### config.mk
export PLATFORM = sky130hd
export DESIGN_NAME = video_timing_gen
export DESIGN_NICKNAME = d
export VERILOG_FILES = /design/src/rtl/video_timing_pkg.sv /design/src/rtl/vtg_axis_counter.sv /design/src/rtl/video_timing_gen.sv
export SDC_FILE = /design/constraint.sdc
export NUM_CORES = 1
export LEC_CHECK = 0
export ABC_AREA = 0
export BUFFER_PORTS_ARGS = -buffer_cell sky130_fd_sc_hd__buf_2
export CAP_MARGIN = 20
export CORE_UTILIZATION = 60
export DETAILED_ROUTE_END_ITERATION = 8
export PLACE_DENSITY = 0.9
export REMOVE_ABC_BUFFERS = 1
export SYNTH_ARGS = -nofsm -noshare
export SYNTH_HDL_FRONTEND = slang
export SYNTH_HIERARCHICAL = 1
export SYNTH_SLANG_ARGS = --single-unit
export TNS_END_PERCENT = 1
### constraint.sdc
create_clock -name clk_pixel -period 3.2 [get_ports clk_pixel]
set_input_delay 0.64 -clock clk_pixel [delete_from_list [all_inputs] [get_ports clk_pixel]]
set_output_delay 0.64 -clock clk_pixel [all_outputs]
set_load 0.02 [all_outputs]
### src/rtl/video_timing_pkg.sv
// Mode constants, line/frame total helper and colour-bar palette for video_timing_gen.
package video_timing_pkg;

    localparam int VGA640_H_VISIBLE  = 640;
    localparam int VGA640_H_FRONT    = 16;
    localparam int VGA640_H_SYNC     = 96;
    localparam int VGA640_H_BACK     = 48;
    localparam int VGA640_V_VISIBLE  = 480;
    localparam int VGA640_V_FRONT    = 10;
    localparam int VGA640_V_SYNC     = 2;
    localparam int VGA640_V_BACK     = 33;

    localparam int SVGA800_H_VISIBLE = 800;
    localparam int SVGA800_H_FRONT   = 40;
    localparam int SVGA800_H_SYNC    = 128;
    localparam int SVGA800_H_BACK    = 88;
    localparam int SVGA800_V_VISIBLE = 600;
    localparam int SVGA800_V_FRONT   = 1;
    localparam int SVGA800_V_SYNC    = 4;
    localparam int SVGA800_V_BACK    = 23;

    localparam int NUM_BARS = 8;

    localparam logic [23:0] RGB_WHITE   = 24'hFFFFFF;
    localparam logic [23:0] RGB_YELLOW  = 24'hFFFF00;
    localparam logic [23:0] RGB_CYAN    = 24'h00FFFF;
    localparam logic [23:0] RGB_GREEN   = 24'h00FF00;
    localparam logic [23:0] RGB_MAGENTA = 24'hFF00FF;
    localparam logic [23:0] RGB_RED     = 24'hFF0000;
    localparam logic [23:0] RGB_BLUE    = 24'h0000FF;
    localparam logic [23:0] RGB_BLACK   = 24'h000000;

    function automatic int vtg_total(input int visible, input int front,
                                     input int sync, input int back);
        return visible + front + sync + back;
    endfunction

    function automatic logic [23:0] bar_rgb(input logic [2:0] idx);
        logic [23:0] rgb;
        case (idx)
            3'd0:    rgb = RGB_WHITE;
            3'd1:    rgb = RGB_YELLOW;
            3'd2:    rgb = RGB_CYAN;
            3'd3:    rgb = RGB_GREEN;
            3'd4:    rgb = RGB_MAGENTA;
            3'd5:    rgb = RGB_RED;
            3'd6:    rgb = RGB_BLUE;
            default: rgb = RGB_BLACK;
        endcase
        return rgb;
    endfunction

endpackage

### src/rtl/vtg_axis_counter.sv
// One raster axis: wrapping position counter plus active/sync/first region decode.
module vtg_axis_counter
    import video_timing_pkg::*;
#(
    parameter int CW      = 12,
    parameter int VISIBLE = 640,
    parameter int FRONT   = 16,
    parameter int SYNC    = 96,
    parameter int BACK    = 48
) (
    input  logic          clk_i,
    input  logic          rst_i,
    input  logic          adv_i,
    output logic [CW-1:0] cnt_o,
    output logic          wrap_o,
    output logic          active_o,
    output logic          sync_o,
    output logic          first_o
);

    localparam int          TOTAL   = vtg_total(VISIBLE, FRONT, SYNC, BACK);
    localparam logic [CW-1:0] LAST    = CW'(TOTAL - 1);
    localparam logic [CW-1:0] VIS     = CW'(VISIBLE);
    localparam logic [CW-1:0] SYNC_LO = CW'(VISIBLE + FRONT);
    localparam logic [CW-1:0] SYNC_HI = CW'(VISIBLE + FRONT + SYNC);

    logic [CW-1:0] cnt_q, cnt_d;

    always_comb begin
        cnt_d = cnt_q;
        if (adv_i) begin
            cnt_d = (cnt_q == LAST) ? '0 : cnt_q + 1'b1;
        end
    end

    always_ff @(posedge clk_i) begin
        if (rst_i) begin
            cnt_q <= '0;
        end else begin
            cnt_q <= cnt_d;
        end
    end

    assign cnt_o    = cnt_q;
    assign wrap_o   = adv_i && (cnt_q == LAST);
    assign active_o = cnt_q < VIS;
    assign sync_o   = (cnt_q >= SYNC_LO) && (cnt_q < SYNC_HI);
    assign first_o  = cnt_q == '0;

endmodule

### src/rtl/video_timing_gen.sv
// Parametrised raster timing generator; all outputs registered, one cycle behind the counters.
// Optional colour-bar test pattern on tp_r/g/b when VTG_TEST_PATTERN_EN is defined.
module video_timing_gen
    import video_timing_pkg::*;
#(
    parameter int H_VISIBLE = VGA640_H_VISIBLE,
    parameter int H_FRONT   = VGA640_H_FRONT,
    parameter int H_SYNC    = VGA640_H_SYNC,
    parameter int H_BACK    = VGA640_H_BACK,
    parameter int V_VISIBLE = VGA640_V_VISIBLE,
    parameter int V_FRONT   = VGA640_V_FRONT,
    parameter int V_SYNC    = VGA640_V_SYNC,
    parameter int V_BACK    = VGA640_V_BACK,
    parameter bit HS_POL    = 1'b0,
    parameter bit VS_POL    = 1'b0,
    parameter int CW        = 12
) (
    input  logic          clk_pixel,
    input  logic          rst_pixel,
    input  logic          ce,
    output logic          hsync,
    output logic          vsync,
    output logic          de,
    output logic          blank,
    output logic [CW-1:0] x,
    output logic [CW-1:0] y,
    output logic          line_start,
    output logic          frame_start,
    output logic          vblank,
    output logic          vblank_start,
`ifdef VTG_TEST_PATTERN_EN
    output logic [7:0]    tp_r,
    output logic [7:0]    tp_g,
    output logic [7:0]    tp_b,
`endif
    output logic [15:0]   frame_count
);

    logic [CW-1:0] h_cnt, v_cnt;
    logic          h_wrap, h_act, h_sync, h_first;
    logic          v_wrap, v_act, v_sync, v_first;

    vtg_axis_counter #(
        .CW(CW), .VISIBLE(H_VISIBLE), .FRONT(H_FRONT), .SYNC(H_SYNC), .BACK(H_BACK)
    ) u_h_axis (
        .clk_i(clk_pixel), .rst_i(rst_pixel), .adv_i(ce),
        .cnt_o(h_cnt), .wrap_o(h_wrap), .active_o(h_act), .sync_o(h_sync), .first_o(h_first)
    );

    vtg_axis_counter #(
        .CW(CW), .VISIBLE(V_VISIBLE), .FRONT(V_FRONT), .SYNC(V_SYNC), .BACK(V_BACK)
    ) u_v_axis (
        .clk_i(clk_pixel), .rst_i(rst_pixel), .adv_i(h_wrap),
        .cnt_o(v_cnt), .wrap_o(v_wrap), .active_o(v_act), .sync_o(v_sync), .first_o(v_first)
    );

    logic          hsync_q, vsync_q, de_q, vblank_q;
    logic          line_start_q, frame_start_q, vblank_start_q;
    logic [CW-1:0] x_q, y_q;
    logic [15:0]   frame_count_q, frame_count_d;
    logic          hsync_d, vsync_d, de_d, vblank_d;
    logic          line_start_d, frame_start_d, vblank_start_d;
    logic [CW-1:0] x_d, y_d;
    // Set on the last-pixel edge so the count bumps alongside frame_start, not before it.
    logic          frame_done_q;

    always_comb begin
        hsync_d        = h_sync ? HS_POL : ~HS_POL;
        vsync_d        = v_sync ? VS_POL : ~VS_POL;
        de_d           = h_act && v_act;
        x_d            = de_d ? h_cnt : '0;
        y_d            = de_d ? v_cnt : '0;
        line_start_d   = h_first;
        frame_start_d  = h_first && v_first;
        vblank_d       = !v_act;
        vblank_start_d = h_first && (v_cnt == CW'(V_VISIBLE));
        frame_count_d  = frame_done_q ? frame_count_q + 16'd1 : frame_count_q;
    end

    always_ff @(posedge clk_pixel) begin
        if (rst_pixel) begin
            hsync_q        <= ~HS_POL;
            vsync_q        <= ~VS_POL;
            de_q           <= 1'b0;
            x_q            <= '0;
            y_q            <= '0;
            line_start_q   <= 1'b0;
            frame_start_q  <= 1'b0;
            vblank_q       <= 1'b0;
            vblank_start_q <= 1'b0;
            frame_count_q  <= 16'd0;
            frame_done_q   <= 1'b0;
        end else if (ce) begin
            hsync_q        <= hsync_d;
            vsync_q        <= vsync_d;
            de_q           <= de_d;
            x_q            <= x_d;
            y_q            <= y_d;
            line_start_q   <= line_start_d;
            frame_start_q  <= frame_start_d;
            vblank_q       <= vblank_d;
            vblank_start_q <= vblank_start_d;
            frame_count_q  <= frame_count_d;
            frame_done_q   <= v_wrap;
        end else begin
            line_start_q   <= 1'b0;
            frame_start_q  <= 1'b0;
            vblank_start_q <= 1'b0;
        end
    end

    assign hsync        = hsync_q;
    assign vsync        = vsync_q;
    assign de           = de_q;
    assign blank        = ~de_q;
    assign x            = x_q;
    assign y            = y_q;
    assign line_start   = line_start_q;
    assign frame_start  = frame_start_q;
    assign vblank       = vblank_q;
    assign vblank_start = vblank_start_q;
    assign frame_count  = frame_count_q;

`ifdef VTG_TEST_PATTERN_EN
    localparam int            BAR_W    = (H_VISIBLE / NUM_BARS > 0) ? H_VISIBLE / NUM_BARS : 1;
    localparam logic [CW-1:0] BAR_LAST = CW'(BAR_W - 1);

    // Bar state tracks the live h counter; the last bar absorbs the remainder pixels.
    logic [CW-1:0] bar_pix_q, bar_pix_d;
    logic [2:0]    bar_idx_q, bar_idx_d;
    logic [23:0]   tp_q, tp_d;

    always_comb begin
        bar_pix_d = bar_pix_q;
        bar_idx_d = bar_idx_q;
        tp_d      = de_d ? bar_rgb(bar_idx_q) : 24'd0;
        if (h_wrap) begin
            bar_pix_d = '0;
            bar_idx_d = 3'd0;
        end else if (bar_pix_q == BAR_LAST && bar_idx_q != 3'd7) begin
            bar_pix_d = '0;
            bar_idx_d = bar_idx_q + 3'd1;
        end else begin
            bar_pix_d = bar_pix_q + 1'b1;
        end
    end

    always_ff @(posedge clk_pixel) begin
        if (rst_pixel) begin
            bar_pix_q <= '0;
            bar_idx_q <= 3'd0;
            tp_q      <= 24'd0;
        end else if (ce) begin
            bar_pix_q <= bar_pix_d;
            bar_idx_q <= bar_idx_d;
            tp_q      <= tp_d;
        end
    end

    assign tp_r = tp_q[23:16];
    assign tp_g = tp_q[15:8];
    assign tp_b = tp_q[7:0];
`endif

endmodule

[Word level (Yosys, flattened, before mapping)]
Cells that the tools add are included.
Cells by class
  reduce and logical (&&, ||, !) cells: 12
  magnitude comparators: 6
  add/sub/neg operators: 3
  multiplexer cells: 6
  bitwise gates (word level): 2
  equality and inequality tests: 3
Operators by type and width (number)
  $mux 12: 4
  $add 12x1->12 const B: 2
  $eq 12x10->1 const B: 2
  $logic_not 12->1: 2
  $lt 12x10->1 const B: 2
  $lt 12x9->1 const B: 2
  $add 16x1->16 const B: 1
  $eq 12x9->1 const B: 1
  $ge 12x10->1 const B: 1
  $ge 12x9->1 const B: 1
  $logic_and 1x1->1: 7
  $mux 1: 2
  $not 1->1: 2
  $reduce_and 2->1: 1
  $reduce_or 2->1: 1
  $logic_not 1->1: 1
Word-level totals
  input port bits: 3
  logic and storage cells: 45
  flip-flop bits (word level): 72
  output and inout bits: 48

[Depth between registers and ports, before layout]
Gate-level depths: netlist of run 1.
  depth in word-level cells: 3
  gate-level depth with buffers: 8
  mapped depth without buffers: 7

[Hierarchy]
The synthesis of run 1 kept the hierarchy.
Modules (own cells, without submodules)
  video_timing_gen: area an instance 1813.0 um2, instances 1, seq. area each 960.9 um2, cells each 196
  vtg_axis_counter (u_h_axis): area an instance 690.7 um2, instances 1, seq. area each 240.2 um2, cells each 73
  vtg_axis_counter (u_v_axis): area an instance 643.1 um2, instances 1, seq. area each 240.2 um2, cells each 71

[Worst setup path before layout of run 1]
Ideal clock, no wire load.
  kind: input to register
  start: input ce
  end: register u_v_axis.cnt_q[11], in the netlist u_v_axis/cnt_o[11]
  stages on the path: 7
  path buffers: 1
  library setup time: 0.121 ns
  data required time: 3.079 ns
  slack: 1.215 ns
  arrival time: 1.863 ns
  cells stage by stage: and4_1 > buf_6 > and3_1 > nand3_4 > nor4_1 > xnor2_1 > nor2_1
On the way
  cells in the longest elaborated chain, start to end: 1
Ends and longest elaborated chain
  from (decl): line video_timing_gen.sv:20  | input logic ce,
  $logic_and 1x1->1: line vtg_axis_counter.sv:45  | assign wrap_o = adv_i && (cnt_q == LAST);
  net h_wrap: line video_timing_gen.sv:40  | logic h_wrap, h_act, h_sync, h_first;
  to (signal assigned): line vtg_axis_counter.sv:40  | cnt_q <= cnt_d;
  to (decl): line vtg_axis_counter.sv:27  | logic [CW-1:0] cnt_q, cnt_d;
The timed path passes the listed nets, and every way through them passes these cells.
A chain may end at the register's enable or synchronous reset.

[Worst setup path after layout of run 1]
  start: register u_h_axis.cnt_q[0], in the netlist u_h_axis/cnt_o[0]
  end: register u_v_axis.cnt_q[11], in the netlist u_v_axis/cnt_o[11]
On the way
  cells in the longest elaborated chain, start to end: 2
Ends and longest elaborated chain (line)
  from (decl): vtg_axis_counter.sv:27
  from (signal assigned): vtg_axis_counter.sv:40
  $eq 12x10->1: vtg_axis_counter.sv:45
  $logic_and 1x1->1: vtg_axis_counter.sv:45
  net h_wrap: video_timing_gen.sv:40
The timed path passes the listed nets, and every way through them passes these cells.

==> results of run 1 <==
==> worst max path at each step <==
stage | start | end | slack (ns) | depth (start not counted)
6_report | u_h_axis/cnt_o[0] | u_v_axis/cnt_o[11] | 0.90 | 6
5_1_grt | u_h_axis/cnt_o[0] | u_v_axis/cnt_o[11] | 0.79 | 6
4_1_cts | u_h_axis/cnt_o[0] | u_v_axis/cnt_o[11] | 0.93 | 6
3_5_place_dp | ce | u_v_axis/cnt_o[11] | 0.91 | 6
3_3_place_gp | ce | u_v_axis/cnt_o[11] | 1.0 | 6
2_1_floorplan | ce | u_v_axis/cnt_o[11] | 1.20 | 6
==> layer usage <==
layer | up-vias | GRT usage | wire length, um
li1 | 1273 | - | -
met5 | - | 0 | 0
met2 | 79 | 0.4064 | 2995
met4 | 0 | 0.1258 | 95
met3 | 9 | 0.05014 | 356
met1 | 1199 | 0.3280 | 3037
==> final cells by class <==
| cell class | instances | area share |
|---|---|---|
| Clock buffer | 11 | 0.03914 |
| Inverter | 11 | 0.01143 |
| Multi-Input combinational cell | 240 | 0.4295 |
| Clock inverter | 5 | 0.02217 |
| Timing Repair Buffer | 53 | 0.07551 |
| Tap cell | 67 | 0.02321 |
| Sequential cell | 72 | 0.3990 |
==> stage by stage <==
step                      area (sq um)  hold WS [ns]  setup WS [ns]
after floorplan                   3034        0.5087          1.200
after global placement            3391        0.4685         0.9966
after global routing              3612        0.5178         0.7900
final                             3612        0.4789         0.9033
after CTS                         3612        0.4764         0.9305
after detailed placement          3391        0.4665         0.9104
==> state kept, by name, summed over array words and instances (netlist names), 12 cells and up <==
register	cells
frame_count	16
y	12
x	12
u_h_axis/cnt_o	12
u_v_axis/cnt_o	12
==> cell usage in the layout, fill, tap and decap left out, types with 3 or more instances in the layout <==
cell	n
sky130_fd_sc_hd__and4_1	4
sky130_fd_sc_hd__a21oi_1	4
sky130_fd_sc_hd__nand3_1	12
sky130_fd_sc_hd__a22oi_1	24
sky130_fd_sc_hd__ha_1	5
sky130_fd_sc_hd__mux2i_1	3
sky130_fd_sc_hd__nor4_1	10
sky130_fd_sc_hd__xnor2_1	21
sky130_fd_sc_hd__clkbuf_8	10
sky130_fd_sc_hd__xor2_1	13
sky130_fd_sc_hd__nand2b_1	3
sky130_fd_sc_hd__buf_2	50
sky130_fd_sc_hd__and3_1	6
sky130_fd_sc_hd__dfxtp_1	72
sky130_fd_sc_hd__nand2_1	18
sky130_fd_sc_hd__nor2_1	69
sky130_fd_sc_hd__buf_4	3
sky130_fd_sc_hd__nand4_1	8
sky130_fd_sc_hd__nor3_1	10
sky130_fd_sc_hd__o21ai_0	4
sky130_fd_sc_hd__inv_1	10
==> critical path, delay by kind of cell (launching register included) <==
family	cells	cell delay, ns
compound gates	1	0.49
fa+ha+maj	1	0.22
flops	1	0.46
simple gates	4	0.99
==> power by group <==
part / total [mW] / internal (mW) / switching [mW]
logic: 0.0670 / 0.0195 / 0.0476
registers: 0.910 / 0.903 / 0.00693
clock network: 0.789 / 0.459 / 0.330
total: 1.77 / 1.38 / 0.385
==> synth_stat cells, types with 2 or more instances <==
library cell               number
sky130_fd_sc_hd__nor3_1        10
sky130_fd_sc_hd__and4_1         4
sky130_fd_sc_hd__inv_1         10
sky130_fd_sc_hd__nand4_1        8
sky130_fd_sc_hd__nor2_1        69
sky130_fd_sc_hd__nand2b_1       3
sky130_fd_sc_hd__nor2_2         2
sky130_fd_sc_hd__xnor2_1       21
sky130_fd_sc_hd__and2_1         2
sky130_fd_sc_hd__and3_1         6
sky130_fd_sc_hd__nor4_2         2
sky130_fd_sc_hd__ha_1           5
sky130_fd_sc_hd__mux2i_1        3
sky130_fd_sc_hd__nand2_1       18
sky130_fd_sc_hd__a21oi_1        4
sky130_fd_sc_hd__dfxtp_1       72
sky130_fd_sc_hd__nor4_1        10
sky130_fd_sc_hd__buf_6          6
sky130_fd_sc_hd__xor2_1        13
sky130_fd_sc_hd__nand3_1       12
sky130_fd_sc_hd__a211oi_1       2
sky130_fd_sc_hd__nand4_2        2
sky130_fd_sc_hd__buf_2          3
sky130_fd_sc_hd__a22oi_1       24
sky130_fd_sc_hd__a31o_2         2
sky130_fd_sc_hd__clkbuf_1       7
sky130_fd_sc_hd__o21ai_0        4
sky130_fd_sc_hd__nand3_4        2
==> kinds of logic (layout without fill, tap and decap cells) <==
group	Yosys count	after routing
simple gates	160	160
flops	72	72
compound gates	37	37
xor+xnor	34	34
buf+inv	28	80
fa+ha+maj	5	5
mux	4	4
==> Flow_metrics.wiki, run 1 <==
{| class="wikitable"
! Metric !! Value
|-
| Number of cells on the worst reg-to-reg path || 6
|-
| Setup Skew || 0.006272 ns
|-
| Die Span Y || 74.42 um
|-
| Number of cells in the design after placement || 443
|-
| Core region area || between 4000 and 5000 sq um
|-
| Reg2reg setup slack || 0.90 ns
|-
| Number of buffer cells added on primary ports || 50
|-
| Total power || 1.766 mW
|-
| Detailed placement HPWL || 4329 um
|-
| Post-Synth Simple-Gate Area || 0.2783
|-
| Post-CTS repair timing setup buffer count || 0
|-
| Placer's final routability congestion estimate || 0.9166
|-
| Startpoint Class || register
|-
| Most area-hungry cell type in the Yosys netlist || sky130_fd_sc_hd__dfxtp_1
|-
| Worst Path Class, Setup || register to register
|-
| Portion of the clock cycle consumed by the worst path in the final layout || 0.7177
|-
| Xor and xnor area share after synthesis || 0.09463
|-
| Clock insertion delay at the later pin of the skew report || 0.35 ns
|-
| Count of pins over their slew limit || 0
|-
| EDFF count, synth || 0
|-
| Area share of the largest cell type after synthesis || 0.4581
|-
| Min Clock Period, post-route || 2.297 ns
|-
| Fraction of the core area covered by cells at the end of the flow || 0.7403
|-
| Adder and majority cell fraction of the synthesized area || 0.01988
|-
| Net count, final || roughly 400
|-
| Maximum number of pins on one net before global-route repair || 38
|-
| Number of global-route vias before repair || 2386
|-
| Wire length of the first global-routing pass || 10670 um
|-
| Worst EP arrival || 2.51 ns
|-
| FMAX || roughly 0.44 GHz
|-
| Headroom to the max-slew limit || 0.5165
|-
| Share of the yosys chip area belonging to registers || 0.4581
|-
| Count of unique library cells instantiated by Yosys || 42
|-
| TritonCTS Buffers || 9
|-
| Quantity of gates resized following cts || 0
|-
| Largest stage delay, worst path || 0.49 ns
|-
| Count of unresolved DRC violations after routing || 0
|-
| Drt first pass iters || 4
|-
| DRT Wirelength || 6485 um
|-
| Clock-pin slew of the registers on the worst-case setup and hold paths || 0.07 ns
|-
| Data required time of the critical path || 3.41 ns
|-
| Number of cells in the finished layout apart from fillers || 459
|-
| Total number of vias || 2560
|-
| Library cell contributing the largest single delay on the critical path || sky130_fd_sc_hd__o31ai_4
|-
| Initial antenna violation count || 0
|-
| Chain of cells forming the critical path || ha_1 > and4_1 > and3_1 > nand3_4 > o31ai_4 > nor2_1
|-
| Post-synthesis register bit count || 72
|-
| Root Buffer || sky130_fd_sc_hd__clkbuf_8
|-
| Capture point of the worst reg-to-reg path || u_v_axis/cnt_o[11]
|-
| Synth Instances || 340
|-
| Remaining global-route overflow || 0
|-
| Horiz. Die Dim || 74.42 um
|-
| Warnings from Yosys || 6
|-
| Share of the synthesized area in compound gates (AO/OA/AOI/OAI) || 0.08708
|-
| Via count normalized by instance count || 5.577
|-
| Sink Count || 72
|-
| Clock tree from TritonCTS || built
|-
| Final antenna diode count || 0
|-
| Synth-to-Final Area Change || 14.79%
|-
| Transition time at the pin with the least slew margin || 0.7207 ns
|-
| Num rows || 25
|-
| Multiplexer share of the synthesized area || 0.01312
|-
| Origin of the worst min-delay path || vblank
|-
| Main flop type after synthesis || sky130_fd_sc_hd__dfxtp_1
|-
| Count of cells along the worst hold path || 2
|-
| Reported max-cap violation count || 0
|-
| Final number of setup-violating endpoints || 0
|-
| Maximum vdd drop || 0.0003470 V
|-
| Final hold violations || 0
|-
| Number of inserted filler cells in the final layout || about 360
|-
| Largest fanout of any net on the critical path || 11
|-
| Run status || finished clean
|-
| Total power density per cell area || roughly 490 nW/um^2
|-
| Setup TNS || 0 ns
|-
| CP Capture Type || register
|-
| Die Outline Area || 5538 sq um
|-
| Avg WL per Cell || 14.13 um
|-
| Total area of sequential cells || 1441 sq um
|-
| DR iter-0 viols || roughly 120
|-
| Number of H-tree levels || 3
|-
| Largest family of logic cells by synthesized area || simple AND/OR/NAND/NOR gates
|-
| Type of the worst min-delay path || register to register
|-
| Min-Delay Endpoint || vblank
|-
| Multi-input gate area || 1551 sq um
|-
| Leakage dissipation || 1.455 nW
|-
| RSZ-0062 raised after global routing || no
|-
| Post-Syn Area || 3147 sq um
|-
| Combined global-route utilization of all metal layers || 0.2541
|-
| Average size of a mapped cell || about 9.3 sq um
|-
| Layout cells sized above 1 || 0.2168
|-
| Dominant cells by area after synthesis || sky130_fd_sc_hd__dfxtp_1, sky130_fd_sc_hd__nor2_1, sky130_fd_sc_hd__xnor2_1, sky130_fd_sc_hd__a22oi_1, sky130_fd_sc_hd__xor2_1
|-
| Critical register-to-register path startpoint || u_h_axis/cnt_o[0]
|-
| Share of synthesized registers carrying an async set or reset || 0
|-
| Initial Util || 0.6449
|-
| Deepest clock path buffer count || 2
|-
| Final ANT Viol Nets || 0
|-
| Number of hold-repair buffers added at the cts stage || 0
|-
| Total I/O pin count || 51
|}
Note: power is estimated with default switching activity, not from simulation.
==> run 2: changes to the inputs <==
- CORE_UTILIZATION: 60 -> 56
- PLACE_DENSITY: 0.9 -> 0.85
- clock period: 3.2 -> 2.2 ns (I/O delays scaled with it)
==> Flow_metrics.wiki, run 2 (synthesis gave the netlist of run 1 again) <==
{| class="wikitable"
! Metric !! Value
|-
| Die Outline Area || 5923 sq um (was 5538 sq um)
|-
| Critical register-to-register path startpoint || u_h_axis/cnt_o[11] (was u_h_axis/cnt_o[0])
|-
| Count of unresolved DRC violations after routing || 0 (unchanged)
|-
| Most common cell after layout, fill and taps aside || sky130_fd_sc_hd__dfxtp_1 (unchanged)
|-
| Detailed placement HPWL || 4615 um (was 4329 um)
|-
| Run status || finished clean (unchanged)
|-
| Capture point of the worst reg-to-reg path || u_v_axis/cnt_o[0] (was u_v_axis/cnt_o[11])
|-
| Final design area excluding fillers || 3667 sq um (was 3612 sq um)
|-
| Transition time at the pin with the least slew margin || 0.5010 ns (was 0.7207 ns)
|-
| Total number of vias || 2629 (was 2560)
|-
| Worst EP arrival || 2.25 ns (was 2.51 ns)
|-
| Internal power || 1.929 mW (was 1.381 mW)
|-
| Number of cells on the worst reg-to-reg path || 6 (unchanged)
|-
| Deepest clock path buffer count || 2 (unchanged)
|-
| Library cell contributing the largest single delay on the critical path || sky130_fd_sc_hd__o31ai_4 (unchanged)
|-
| Maximum number of pins on one net before global-route repair || 28 (was 38)
|-
| Largest register FFs || 16 (unchanged)
|-
| Data required time of the critical path || 2.41 ns (was 3.41 ns)
|-
| Number of buffer cells added on primary ports || 50 (unchanged)
|-
| Placer's final routability congestion estimate || 0.8665 (was 0.9166)
|-
| Largest fanout of any net on the critical path || 11 (unchanged)
|-
| Final hold violations || 0 (unchanged)
|-
| Worst Path Class, Setup || register to register (unchanged)
|-
| CP Capture Type || register (unchanged)
|-
| Setup Skew || 0.007579 ns (was 0.006272 ns)
|-
| Worst setup slack after placement || -0.005432 ns (was 0.9104 ns)
|-
| Drt first pass iters || 5 (was 4)
|-
| Wire length of the first global-routing pass || 11390 um (was 10670 um)
|-
| Share of total power in sequential cells || 0.535 (was 0.515)
|-
| Total area of sequential cells || 1441 sq um (unchanged)
|-
| Post-CTS repair timing setup buffer count || 0 (unchanged)
|-
| Part of the power in the clock network || 0.422 (was 0.447)
|-
| Reported max-cap violation count || 0 (unchanged)
|-
| FMAX || 0.4897 GHz (was 0.4354 GHz)
|-
| Via count normalized by instance count || 5.618 (was 5.577)
|-
| Clock tree from TritonCTS || built (unchanged)
|-
| Number of global-route vias before repair || 2414 (was 2386)
|-
| Chain of cells forming the critical path || nor2_1 > nor4b_4 > and3_2 > nand3_4 > o31ai_4 > nor2_1 (was ha_1 > and4_1 > and3_1 > nand3_4 > o31ai_4 > nor2_1)
|-
| Initial antenna violation count || 0 (unchanged)
|-
| Number of hold-repair buffers added at the cts stage || 0 (unchanged)
|-
| Reg2reg setup slack || 0.16 ns (was 0.90 ns)
|-
| Avg WL per Cell || 14.81 um (was 14.13 um)
|-
| Top library cells by usage in the layout, fill and taps aside || sky130_fd_sc_hd__dfxtp_1, sky130_fd_sc_hd__nor2_1, sky130_fd_sc_hd__buf_2 (unchanged)
|-
| Layout cells sized above 1 || 0.2312 (was 0.2168)
|-
| Placed cell areas || 3452 sq um (was 3391 sq um)
|-
| Critical Path Most Common Cell || sky130_fd_sc_hd__nor2_1
|-
| Share of total power consumed by net switching || 0.2191 (was 0.2179)
|-
| TritonCTS Buffers || 9 (unchanged)
|-
| Largest stage delay, worst path || 0.45 ns (was 0.49 ns)
|-
| Root Buffer || sky130_fd_sc_hd__clkbuf_8 (unchanged)
|-
| Combined global-route utilization of all metal layers || 0.2469 (was 0.2541)
|-
| Net count, final || 401 (was 395)
|-
| Final number of setup-violating endpoints || 0 (unchanged)
|-
| First element of the critical path || u_h_axis/cnt_o[11] (was u_h_axis/cnt_o[0])
|-
| Remaining global-route overflow || 0 (unchanged)
|-
| Type of the worst min-delay path || register to register (unchanged)
|-
| Endpoint of the most critical setup path || u_v_axis/cnt_o[0] (was u_v_axis/cnt_o[11])
|-
| Count of pins over their slew limit || 0 (unchanged)
|-
| Horiz. Die Dim || 76.96 um (was 74.42 um)
|-
| Final antenna diode count || 0 (unchanged)
|-
| Final ANT Viol Nets || 0 (unchanged)
|-
| Initial Util || 0.5971 (was 0.6449)
|-
| Startpoint Class || register (unchanged)
|-
| Switching power total || 541.5 uW (was 384.8 uW)
|-
| Leakage dissipation || 1.501 nW (was 1.455 nW)
|-
| Portion of the clock cycle consumed by the worst path in the final layout || 0.9282 (was 0.7177)
|-
| Headroom to the max-slew limit || 0.6660 (was 0.5165)
|-
| Min Clock Period, post-route || 2.042 ns (was 2.297 ns)
|-
| Multi-input gate area || 1568 sq um (was 1551 sq um)
|-
| Die Span Y || 76.96 um (was 74.42 um)
|-
| Core region area || 5270 sq um (was 4880 sq um)
|-
| RSZ-0062 raised after global routing || no (unchanged)
|-
| Synth-to-Final Area Change || 16.54% (was 14.79%)
|-
| Total I/O pin count || 51 (unchanged)
|-
| Proportion of power drawn by combinational gates || 0.042 (was 0.038)
|-
| Maximum vdd drop || 0.0005133 V (was 0.0003470 V)
|-
| Number of inserted filler cells in the final layout || 424 (was 355)
|-
| Num rows || 26 (was 25)
|-
| Clock-pin slew of the registers on the worst-case setup and hold paths || 0.07 ns (about the same)
|-
| DRT Wirelength || 6931 um (was 6485 um)
|-
| Final setup slack of the worst path || 0.1580 ns (was 0.9033 ns)
|-
| Number of H-tree levels || 3 (unchanged)
|-
| Sink Count || 72 (unchanged)
|-
| Clock insertion delay at the later pin of the skew report || 0.34 ns (was 0.35 ns)
|-
| DR iter-0 viols || 196 (was 119)
|-
| Total power density per cell area || 673.8 nW/um^2 (was 488.9 nW/um^2)
|}
run 2: routing by layer:
layer  global-route usage  up-vias  share of wire
met5                    0        -              0
met4               0.1096        0          0.014
met3              0.06071       12          0.059
met2               0.3964       93           0.47
met1               0.3120     1240           0.45
li1                     -     1284              -
run 2: critical path, delay by kind of cell, from the launching register on:
family	cells	cell delay, ns
compound gates	1	0.45
simple gates	5	1.11
flops	1	0.34
run 2: what timing repair did:
item,CTS,global route
resized for setup,0,3
pin swaps,1,0
setup endpoints to repair,11,11
run 2: cell type report:
type / instances / share of cell area
Clock buffer: 13 / 0.04333
Clock inverter: 3 / 0.01092
Inverter: 11 / 0.01126
Multi-Input combinational cell: 240 / 0.4275
Sequential cell: 72 / 0.3930
Tap cell: 70 / 0.02388
Timing Repair Buffer: 59 / 0.09007
run 2: metrics by stage:
stage / TNS, ns / hold WS (ns) / power [mW] / cells / util
3_5_place_dp: -0.006211 / 0.4606 / 1.456 / 452 / 0.6550
2_1_floorplan: 0 / 0.5087 / 1.402 / 323 / -
4_1_cts: 0 / 0.4826 / 2.497 / 468 / 0.6928
3_3_place_gp: 0 / 0.4584 / 1.454 / 452 / 0.6550
6_report: 0 / 0.4783 / 2.471 / 468 / 0.6959
5_1_grt: 0 / 0.5303 / 2.556 / 468 / 0.6959
run 2: worst min path at each step:
stage / from / endpoint / slack [ns] / cells after the start
final: hsync / hsync / 0.48 / 2
after global routing: vblank / vblank / 0.53 / 2
after CTS: hsync / hsync / 0.48 / 2
after detailed placement: hsync / hsync / 0.46 / 2
after global placement: hsync / hsync / 0.46 / 2
after floorplan: u_h_axis/cnt_o[11] / x[11] / 0.51 / 2
run 2: power by group through the flow:
stage          combinational [mW]  clock, mW  sequential (mW)
4_1_cts                     0.105       1.07             1.32
3_5_place_dp                0.104          0             1.35
3_3_place_gp                0.102          0             1.35
5_1_grt                     0.114       1.12             1.32
6_report                    0.105       1.04             1.32
2_1_floorplan              0.0420          0             1.36
==> run 3: changes to the inputs <==
- CELL_PAD_IN_SITES_DETAIL_PLACEMENT: unset -> 1
- CELL_PAD_IN_SITES_GLOBAL_PLACEMENT: unset -> 1
- CORE_UTILIZATION: 56 -> 42
- PLACE_DENSITY: 0.85 -> 0.84
==> Flow_metrics.wiki, run 3 (synthesis gave the netlist of run 1 again) <==
{| class="wikitable"
! Metric !! Value
|-
| Reported max-cap violation count || 0 (unchanged)
|-
| Total power || 2.606 mW (was 2.471 mW)
|-
| Count of pins over their slew limit || 0 (unchanged)
|-
| Part of the power in the clock network || 0.449 (was 0.422)
|-
| Busiest metal layer after global routing || met2 (unchanged)
|-
| Total area of sequential cells || 1441 sq um (unchanged)
|-
| Met2 usage in global routing || 0.3636 (was 0.3964)
|-
| Largest fanout of any net on the critical path || 6 (was 11)
|-
| Clock tree from TritonCTS || built (unchanged)
|-
| Transition time at the pin with the least slew margin || 0.4434 ns (was 0.5010 ns)
|-
| Number of global-route vias before repair || 2594 (was 2414)
|-
| Final setup slack of the worst path || 0.2327 ns (was 0.1580 ns)
|-
| Maximum number of pins on one net before global-route repair || 24 (was 28)
|-
| Maximum vdd drop || 0.0003388 V (was 0.0005133 V)
|-
| TritonCTS Buffers || 9 (unchanged)
|-
| Clock-pin slew of the registers on the worst-case setup and hold paths || 0.08 ns (was 0.07 ns)
|-
| Deepest clock path buffer count || 2 (unchanged)
|-
| Placer's final routability congestion estimate || 0.8270 (was 0.8665)
|-
| Root Buffer || sky130_fd_sc_hd__clkbuf_8 (unchanged)
|-
| Remaining global-route overflow || 0 (unchanged)
|-
| Total power density per cell area || 694.8 nW/um^2 (was 673.8 nW/um^2)
|-
| DR iter-0 viols || 64 (was 196)
|-
| Synth-to-Final Area Change || 19.20% (was 16.54%)
|-
| Combined global-route utilization of all metal layers || 0.2180 (was 0.2469)
|-
| Initial Util || 0.4338 (was 0.5971)
|-
| Final number of setup-violating endpoints || 0 (unchanged)
|-
| Layout cells sized above 1 || 0.2388 (was 0.2312)
|-
| Final hold violations || 0 (unchanged)
|-
| Leakage dissipation || 1.521 nW (was 1.501 nW)
|-
| Min Clock Period, post-route || 1.967 ns (was 2.042 ns)
|-
| Horiz. Die Dim || 88.56 um (was 76.96 um)
|-
| Number of hold-repair buffers added at the cts stage || 0 (unchanged)
|-
| Top library cells by usage in the layout, fill and taps aside || sky130_fd_sc_hd__dfxtp_1, sky130_fd_sc_hd__nor2_1, sky130_fd_sc_hd__buf_2 (unchanged)
|-
| Worst EP arrival || 2.21 ns (was 2.25 ns)
|-
| FMAX || 0.5083 GHz (was 0.4897 GHz)
|-
| Critical Path Most Common Cell || sky130_fd_sc_hd__nor2_1 (unchanged)
|-
| Chain of cells forming the critical path || nor2_1 > nor4b_2 > and3_4 > nand3_4 > nor4_1 > xnor2_1 > nor2_1 (was nor2_1 > nor4b_4 > and3_2 > nand3_4 > o31ai_4 > nor2_1)
|-
| Worst Path Class, Setup || register to register (unchanged)
|-
| Worst setup slack after placement || -0.007875 ns (was -0.005432 ns)
|-
| DRT Wirelength || 7798 um (was 6931 um)
|-
| Type of the worst min-delay path || register to register (unchanged)
|-
| Count of unresolved DRC violations after routing || 0 (unchanged)
|-
| Net count, final || 406 (was 401)
|-
| Wire length of the first global-routing pass || 12960 um (was 11390 um)
|-
| Internal power || 2.044 mW (was 1.929 mW)
|-
| Largest register FFs || 16 (unchanged)
|-
| Initial antenna violation count || 0 (unchanged)
|-
| Data required time of the critical path || 2.44 ns (was 2.41 ns)
|-
| Share of total power consumed by net switching || 0.2158 (was 0.2191)
|-
| Most common cell after layout, fill and taps aside || sky130_fd_sc_hd__dfxtp_1 (unchanged)
|-
| Global Route met3 Usage || 0.03638 (was 0.06071)
|-
| Run status || finished clean (unchanged)
|-
| Combined buffer and inverter count along the critical path || 0 (unchanged)
|-
| Total number of vias || 2663 (was 2629)
|-
| RSZ-0062 raised after global routing || no (unchanged)
|-
| Number of H-tree levels || 3 (unchanged)
|-
| Number of buffer cells added on primary ports || 50 (unchanged)
|-
| Die Outline Area || 7843 sq um (was 5923 sq um)
|-
| Final antenna diode count || 0 (unchanged)
|-
| Sink Count || 72 (unchanged)
|-
| Reg2reg setup slack || 0.23 ns (was 0.16 ns)
|-
| Library cell contributing the largest single delay on the critical path || sky130_fd_sc_hd__nor4_1 (was sky130_fd_sc_hd__o31ai_4)
|-
| Largest stage delay, worst path || 0.35 ns (was 0.45 ns)
|-
| Number of cells in the finished layout apart from fillers || 501 (was 468)
|-
| Met1 usage || 0.2803 (was 0.3120)
|-
| Total I/O pin count || 51 (unchanged)
|-
| Avg WL per Cell || 15.56 um (was 14.81 um)
|-
| Headroom to the max-slew limit || 0.7044 (was 0.6660)
|-
| Startpoint Class || register (unchanged)
|-
| Final ANT Viol Nets || 0 (unchanged)
|-
| Share of total power in sequential cells || 0.507 (was 0.535)
|-
| Core region area || 7253 sq um (was 5270 sq um)
|-
| Kind of cell with the highest combined delay on the critical path || simple AND/OR/NAND/NOR gates (unchanged)
|-
| Multi-input gate area || 1556 sq um (was 1568 sq um)
|-
| Drt first pass iters || 4 (was 5)
|-
| Number of cells in the design after placement || 484 (was 452)
|-
| Die Span Y || 88.56 um (was 76.96 um)
|-
| Via count normalized by instance count || 5.315 (was 5.618)
|-
| Number of inserted filler cells in the final layout || 874 (was 424)
|-
| Detailed placement HPWL || 5585 um (was 4615 um)
|-
| Final design area excluding fillers || 3751 sq um (was 3667 sq um)
|-
| Setup Skew || 0.008254 ns (was 0.007579 ns)
|-
| CP Capture Type || register (unchanged)
|-
| Proportion of power drawn by combinational gates || 0.044 (was 0.042)
|-
| Num rows || 31 (was 26)
|-
| Clock insertion delay at the later pin of the skew report || 0.34 ns (about the same)
|-
| Portion of the clock cycle consumed by the worst path in the final layout || 0.8942 (was 0.9282)
|-
| Switching power total || 562.5 uW (was 541.5 uW)
|-
| Placed cell areas || 3511 sq um (was 3452 sq um)
|}
-- run 3: cell count changes in the layout (fill, tap and decap cells not counted), sizes merged --
| cell | before | now |
|---|---|---|
| buf | 59 | 64 |
| bufinv | 1 | 2 |
| clkbuf | 13 | 12 |
| clkinv | 3 | 2 |
-- run 3: worst paths after layout --
path / startpoint / depth (start not counted) / end
worst max-delay path: u_h_axis/cnt_o[11] / 7 / u_v_axis/cnt_o[11]
worst min-delay path: hsync / 2 / hsync
worst max register to register: u_h_axis/cnt_o[11] / 7 / u_v_axis/cnt_o[11]
worst min register to register: hsync / 2 / hsync
-- run 3: routing by layer --
layer / vias to the layer above / wire, um
met3: 12 / 313
met5: - / 0
met4: 0 / 137
met1: 1296 / 3679
li1: 1291 / -
met2: 64 / 3668
-- run 3: final cells by class --
cell class              instances  area share
inverters                      11     0.01101
well taps                      99     0.03302
clock inverters                 3     0.01734
clock buffers                  12     0.04136
repair buffers                 64     0.09807
multi-input cells             240      0.4149
flip-flops and latches         72      0.3843
-- run 3: worst reg2reg max path: stages, from the launching register on --
cell and delay, ns:
sky130_fd_sc_hd__dfxtp_1 0.34, sky130_fd_sc_hd__nor2_1 0.19, sky130_fd_sc_hd__nor4b_2 0.34, sky130_fd_sc_hd__and3_4 0.32, sky130_fd_sc_hd__nand3_4 0.12, sky130_fd_sc_hd__nor4_1 0.35
sky130_fd_sc_hd__xnor2_1 0.16, sky130_fd_sc_hd__nor2_1 0.05
-- run 3: power by group through the flow --
stage	Sequential (mW)	Combinational, mW	Clock [mW]
6_report	1.32	0.114	1.17
4_1_cts	1.32	0.114	1.19
2_1_floorplan	1.36	0.0420	0
3_5_place_dp	1.35	0.111	0
3_3_place_gp	1.35	0.108	0
5_1_grt	1.32	0.124	1.24
-- run 3: stage by stage --
step                  util    TNS, ns  hold slack, ns
finish              0.5172          0          0.4856
global route        0.5172          0          0.5227
CTS                 0.5165          0          0.4949
detailed placement  0.4840  -0.007875          0.4762
global placement    0.4840          0          0.4610
floorplan                -          0          0.5087
-- run 3: timing repair --
action | CTS | global route
resized for setup | 0 | 2
pin swaps | 1 | 0
endpoints found under the setup margin | 3 | 4
buffers inserted | 2 | 0
